$ cat config.mk
export PLATFORM = sky130hd
export DESIGN_NAME = addertree_final_acc
export DESIGN_NICKNAME = d
export VERILOG_FILES = /design/src/rtl/addertree_final_acc_pkg.sv /design/src/rtl/addertree_cpa.sv /design/src/rtl/addertree_final_acc.sv
export SDC_FILE = /design/constraint.sdc
export NUM_CORES = 1
export LEC_CHECK = 0
export CAP_MARGIN = 25
export CORE_MARGIN = 1
export CORE_UTILIZATION = 57
export DETAILED_ROUTE_END_ITERATION = 7
export GPL_ROUTABILITY_DRIVEN = 0
export HOLD_SLACK_MARGIN = 0.08
export PLACE_DENSITY = 0.85
export SETUP_SLACK_MARGIN = 0.05
export SKIP_CTS_REPAIR_TIMING = 1
export SLEW_MARGIN = 20
export SYNTH_ARGS = -nofsm -noshare
export SYNTH_HDL_FRONTEND = slang
export SYNTH_SLANG_ARGS = --single-unit
export TNS_END_PERCENT = 50
$ cat constraint.sdc
create_clock -name clk -period 6.6 [get_ports clk]
set_input_delay 1.65 -clock clk [delete_from_list [all_inputs] [get_ports clk]]
set_output_delay 1.65 -clock clk [all_outputs]
set_load 0.02 [all_outputs]
$ cat src/rtl/addertree_final_acc_pkg.sv
// Shared widths and FSM encodings for the adder-tree final accumulator.
package addertree_final_acc_pkg;

    localparam int ROW_LSB = 5;
    localparam int ROW_W   = 15;
    localparam int LO_W    = 5;
    localparam int PSUM_W  = 20;

    localparam logic [0:0] ST_IDLE  = 1'b0;
    localparam logic [0:0] ST_ACCUM = 1'b1;

endpackage

$ cat src/rtl/addertree_cpa.sv
// Carry-propagate adder that resolves the sum and carry rows of the reduction tree.
// The carry out of the top column is intentionally dropped.
module addertree_cpa
    import addertree_final_acc_pkg::*;
(
    input  logic [ROW_W-1:0] row_s,
    input  logic [ROW_W-1:0] row_c,
    output logic [ROW_W-1:0] row_sum
);

    assign row_sum = row_s + row_c;

endmodule

$ cat src/rtl/addertree_final_acc.sv
// Resolves carry-save rows into a signed partial sum and accumulates across a burst.
// Optional output saturation is enabled with the ADDERTREE_ACC_SAT_EN macro.
module addertree_final_acc
    import addertree_final_acc_pkg::*;
#(
    parameter int ACC_W = 32,
    parameter int OUT_W = 16
) (
    input  logic             clk,
    input  logic             rst,
    input  logic             in_valid,
    output logic             in_ready,
    input  logic             in_last,
    input  logic [ROW_W-1:0] in_row_s,
    input  logic [ROW_W-1:0] in_row_c,
    input  logic [LO_W-1:0]  in_lo,
    output logic             out_valid,
    input  logic             out_ready,
    output logic [OUT_W-1:0] out_data,
    output logic             out_ovf
);

    logic                     vld_p1_q, vld_p1_d;
    logic                     last_p1_q, last_p1_d;
    logic [ROW_W-1:0]         s_p1_q, s_p1_d;
    logic [ROW_W-1:0]         c_p1_q, c_p1_d;
    logic [LO_W-1:0]          lo_p1_q, lo_p1_d;

    logic [0:0]               state_q, state_d;
    logic signed [ACC_W-1:0]  acc_q, acc_d;
    logic                     out_valid_q, out_valid_d;
    logic [OUT_W-1:0]         out_data_q, out_data_d;
    logic                     out_ovf_q, out_ovf_d;

    logic                     stall;
    logic                     accept;
    logic                     advance;
    logic [ROW_W-1:0]         row_sum_p2;
    logic signed [PSUM_W-1:0] psum_p2;
    logic signed [ACC_W-1:0]  psum_ext_p2;
    logic signed [ACC_W-1:0]  acc_base_p2;
    logic signed [ACC_W-1:0]  acc_next_p2;

`ifdef ADDERTREE_ACC_SAT_EN
    localparam logic signed [ACC_W-1:0] OUT_MAX = {{(ACC_W-OUT_W+1){1'b0}}, {(OUT_W-1){1'b1}}};
    localparam logic signed [ACC_W-1:0] OUT_MIN = {{(ACC_W-OUT_W+1){1'b1}}, {(OUT_W-1){1'b0}}};

    // Returns {overflow_flag, clamped_value}.
    function automatic logic [OUT_W:0] sat_out(input logic signed [ACC_W-1:0] v);
        logic signed [ACC_W-1:0] lim;
        if (v > OUT_MAX) begin
            lim     = OUT_MAX;
            sat_out = {1'b1, lim[OUT_W-1:0]};
        end else if (v < OUT_MIN) begin
            lim     = OUT_MIN;
            sat_out = {1'b1, lim[OUT_W-1:0]};
        end else begin
            sat_out = {1'b0, v[OUT_W-1:0]};
        end
    endfunction
`endif

    // Only a last term facing a held, unaccepted result blocks the pipe.
    assign stall    = vld_p1_q && last_p1_q && out_valid_q && !out_ready;
    assign in_ready = !vld_p1_q || !stall;
    assign accept   = in_valid && in_ready;
    assign advance  = vld_p1_q && !stall;

    // ---- stage p0 -> p1: input capture ----
    always_comb begin
        vld_p1_d  = vld_p1_q;
        last_p1_d = last_p1_q;
        s_p1_d    = s_p1_q;
        c_p1_d    = c_p1_q;
        lo_p1_d   = lo_p1_q;
        if (!stall) begin
            vld_p1_d = accept;
        end
        if (accept) begin
            last_p1_d = in_last;
            s_p1_d    = in_row_s;
            c_p1_d    = in_row_c;
            lo_p1_d   = in_lo;
        end
    end

    // ---- stage p1 -> p2: row resolve and accumulate ----
    addertree_cpa u_cpa (
        .row_s   (s_p1_q),
        .row_c   (c_p1_q),
        .row_sum (row_sum_p2)
    );

    assign psum_p2     = {row_sum_p2, lo_p1_q[ROW_LSB-1:0]};
    assign psum_ext_p2 = ACC_W'(psum_p2);
    assign acc_base_p2 = (state_q == ST_IDLE) ? '0 : acc_q;
    assign acc_next_p2 = acc_base_p2 + psum_ext_p2;

    always_comb begin
        state_d     = state_q;
        acc_d       = acc_q;
        out_valid_d = out_valid_q && !out_ready;
        out_data_d  = out_data_q;
        out_ovf_d   = out_ovf_q;
        if (advance) begin
            if (last_p1_q) begin
                state_d     = ST_IDLE;
                acc_d       = '0;
                out_valid_d = 1'b1;
`ifdef ADDERTREE_ACC_SAT_EN
                {out_ovf_d, out_data_d} = sat_out(acc_next_p2);
`else
                out_ovf_d   = 1'b0;
                out_data_d  = acc_next_p2[OUT_W-1:0];
`endif
            end else begin
                state_d = ST_ACCUM;
                acc_d   = acc_next_p2;
            end
        end
    end

    always_ff @(posedge clk) begin
        if (rst) begin
            vld_p1_q    <= 1'b0;
            state_q     <= ST_IDLE;
            acc_q       <= '0;
            out_valid_q <= 1'b0;
            out_data_q  <= '0;
            out_ovf_q   <= 1'b0;
        end else begin
            vld_p1_q    <= vld_p1_d;
            state_q     <= state_d;
            acc_q       <= acc_d;
            out_valid_q <= out_valid_d;
            out_data_q  <= out_data_d;
            out_ovf_q   <= out_ovf_d;
        end
    end

    // Payload is qualified by vld_p1_q, so it carries no reset.
    always_ff @(posedge clk) begin
        last_p1_q <= last_p1_d;
        s_p1_q    <= s_p1_d;
        c_p1_q    <= c_p1_d;
        lo_p1_q   <= lo_p1_d;
    end

    assign out_valid = out_valid_q;
    assign out_data  = out_data_q;
    assign out_ovf   = out_ovf_q;

endmodule

==> impl_metrics.ini <==
[detailed_routing]
firstDrtPassIters = 4
wl_per_cell_um = 14.8
viasPerCell = 5.85
drc_errors = 0
routed_wl_um = 6990
drtIter0Drc = 113
ant_nets = 0
dr_total_vias = 2762

[finish]
drive_gt1_frac = 0.0781
final_net_count = 459
final_cell_area_um2 = 4190
antennaDiodeCount = 0
multi_input_area_um2 = 1820
seq_area_um2 = 1540
fin_util = 0.711
instances_no_fill = 472
fill_cells = 453
areaGrowthSynthToFinish_pct = 21.0

[clocking]
clockBufferDepth = 2
htreeDepth = 3
cts.clk_slew.worst_paths_ns = 0.07
cts_tree = yes
cts_buffers = 9
cts_sinks = 63
clock_latency_ns = 0.34
root_buffer = clkbuf_8

[yosys]
synth-async-reset-ratio = 0
yosys_warnings = 0
synth_seq_cells = 63
synthFlopType = dfxtp_1
synth.avg_cell_area_um2 = 10.0
synthCells = 345
syn-cell-area_um2 = 3460
synth_cell_types = 55
synth_nets = 412
seq_area_frac_synth = 0.445
synth_edf_count = 28

[place]
dp.cells = 455
dp_hpwl_um = 4910
place_ws_ns = 1.81
placed_cell_area_um2 = 3980
io_buffers = 49

[floorplan]
die_w_um = 79.9
die_height_um = 79.9
initial_core_util = 0.588
fp-row-count = 28
core-area_um2 = 5890
die_area_um2 = 6390
num_io_pins = 59

[setup_path]
crit_path_cell_trace = clkdlybuf4s50_1, nand2b_1, or2_1, clkdlybuf4s50_1
path_delay_family = buffers and inverters
start_kind = primary input
cpMaxStageDelayCell = clkdlybuf4s50_1
cpPeakStageDelay_ns = 0.66
crit_buf_inv = 2
crit_type = in2out
cp_max_fo = 5
cp-end-kind = output port
cp_data_required_time_ns = 4.95
crit_top_cell = clkdlybuf4s50_1
worstPathArrival_ns = 3.14

[global_routing]
grt_pass1_vias = 2673
track_usage = 0.239
grt_max_degree = 43
grt_pass1_wl_um = 11600
grt_antenna_before_repair = 0
grt_remaining_overflow = 0

[hold_path]
hold_class = reg2reg

[pwr]
share_comb_of_total_power = 0.196
total_power_uw = 950
power_frac_clock = 0.342
swShare = 0.273
p_per_area_nw_per_um2 = 227
ir_drop_mv = 0.148
leakagePower_nw = 1.61
power_frac_seq = 0.462
p_int_uw = 691
p_switching_uw = 260

[timing]
worstMarginPinSlew_ns = 0.798
finalCriticalPeriod_ns = 4.79
fin_skew_ns = 0.00877
tns_ns = 0
setup_slack_ns = 1.81
min_period_over_period = 0.725
rsz0062_at_grt = false
setup_viol = 0
final_hold_viol_count = 0
fmax_mhz = 209
holdWs_ns = 0.446
slew_headroom = 0.467
slew_viol_final = 0

[run]
cap_viol_max_count = 0

[status]
status = complete, no violations
[path summary, 6_finish.rpt]
| check | startpoint | end | slack [ns] | depth (start not counted) |
|---|---|---|---|---|
| max reg2reg | s_p1_q[0] | acc_q[15] | 3.22 | 12 |
| min | acc_q[14] | acc_q[14] | 0.45 | 2 |
| min reg2reg | acc_q[14] | acc_q[14] | 0.45 | 2 |
| max | out_ready | in_ready | 1.81 | 4 |
[Yosys cell counts (4+ instances only)]
cell | instances | area share
nand2_1 | 36 | 0.039
dfxtp_1 | 35 | 0.20
a21oi_1 | 34 | 0.049
edfxtp_1 | 28 | 0.24
ha_1 | 25 | 0.090
and2_1 | 17 | 0.031
xnor2_1 | 17 | 0.043
nor2_1 | 15 | 0.016
clkbuf_1 | 9 | 0.0098
nand3_1 | 8 | 0.012
nand3b_1 | 8 | 0.017
nor3_1 | 8 | 0.012
o21ai_1 | 8 | 0.012
a21o_1 | 6 | 0.013
a22oi_1 | 6 | 0.013
o21ai_0 | 6 | 0.0087
a211o_1 | 5 | 0.013
inv_1 | 5 | 0.0054
nand4_1 | 5 | 0.0090
a211oi_1 | 4 | 0.0087
buf_2 | 4 | 0.0058
nand3_2 | 4 | 0.012
[tightest hold or removal path: stages (launching register included)]
cell and delay [ns]:
dfxtp_1 0.31, nand2_1 0.05, o21ai_1 0.05
[state kept, by name, indices dropped and copies added (netlist names)]
register and flops:
acc_q 16, c_p1_q 11, last_p1_q 1, state_q 1, s_p1_q 11, out_valid 1, lo_p1_q 5, out_data 16
vld_p1_q 1
[area by class of cell]
type	count	area share
multi-input cells	261	0.436
flip-flops and latches	63	0.368
repair buffers	52	0.123
clock buffers	13	0.0433
well taps	75	0.0224
inverters	5	0.00448
clock inverters	3	0.00329
[layer usage]
layer / vias to the layer above / GRT usage / part of all wire
li1: 1362 / - / -
met1: 1319 / 0.281 / 0.42
met2: 62 / 0.412 / 0.51
met3: 19 / 0.0469 / 0.052
met4: 0 / 0.123 / 0.023
met5: - / 0 / 0
[power groups by stage]
| stage | registers (mW) | clock network (mW) | logic, mW |
|---|---|---|---|
| global route | 0.441 | 0.349 | 0.205 |
| floorplan | 0.450 | 0 | 0.126 |
| finish | 0.439 | 0.325 | 0.186 |
| detailed placement | 0.448 | 0 | 0.183 |
| CTS | 0.439 | 0.331 | 0.185 |
| global placement | 0.447 | 0 | 0.178 |
[cells in the final DEF (no fill, tap or decap), drive strengths merged, types with 12 or more instances in the layout]
cell	synthesis	final
a21oi	34	34
xnor2	18	18
clkdlybuf4s50	0	49
o21ai	14	14
ha	25	25
nand2	38	38
dfxtp	35	35
nor2	15	15
edfxtp	28	28
clkbuf	9	13
nand3	12	12
and2	17	17
[cell families after synthesis]
family / Yosys count / synth area share
AOI/OAI and AO/OA: 93 / 0.183
adders and majority gates: 27 / 0.102
DFF: 63 / 0.445
and+or+nand+nor: 119 / 0.186
xor gates and xnor gates: 21 / 0.0553
buffers and inverters: 21 / 0.0275
other: 1 / 0.00108
No activity file was read; power rests on OpenSTA's default activity.
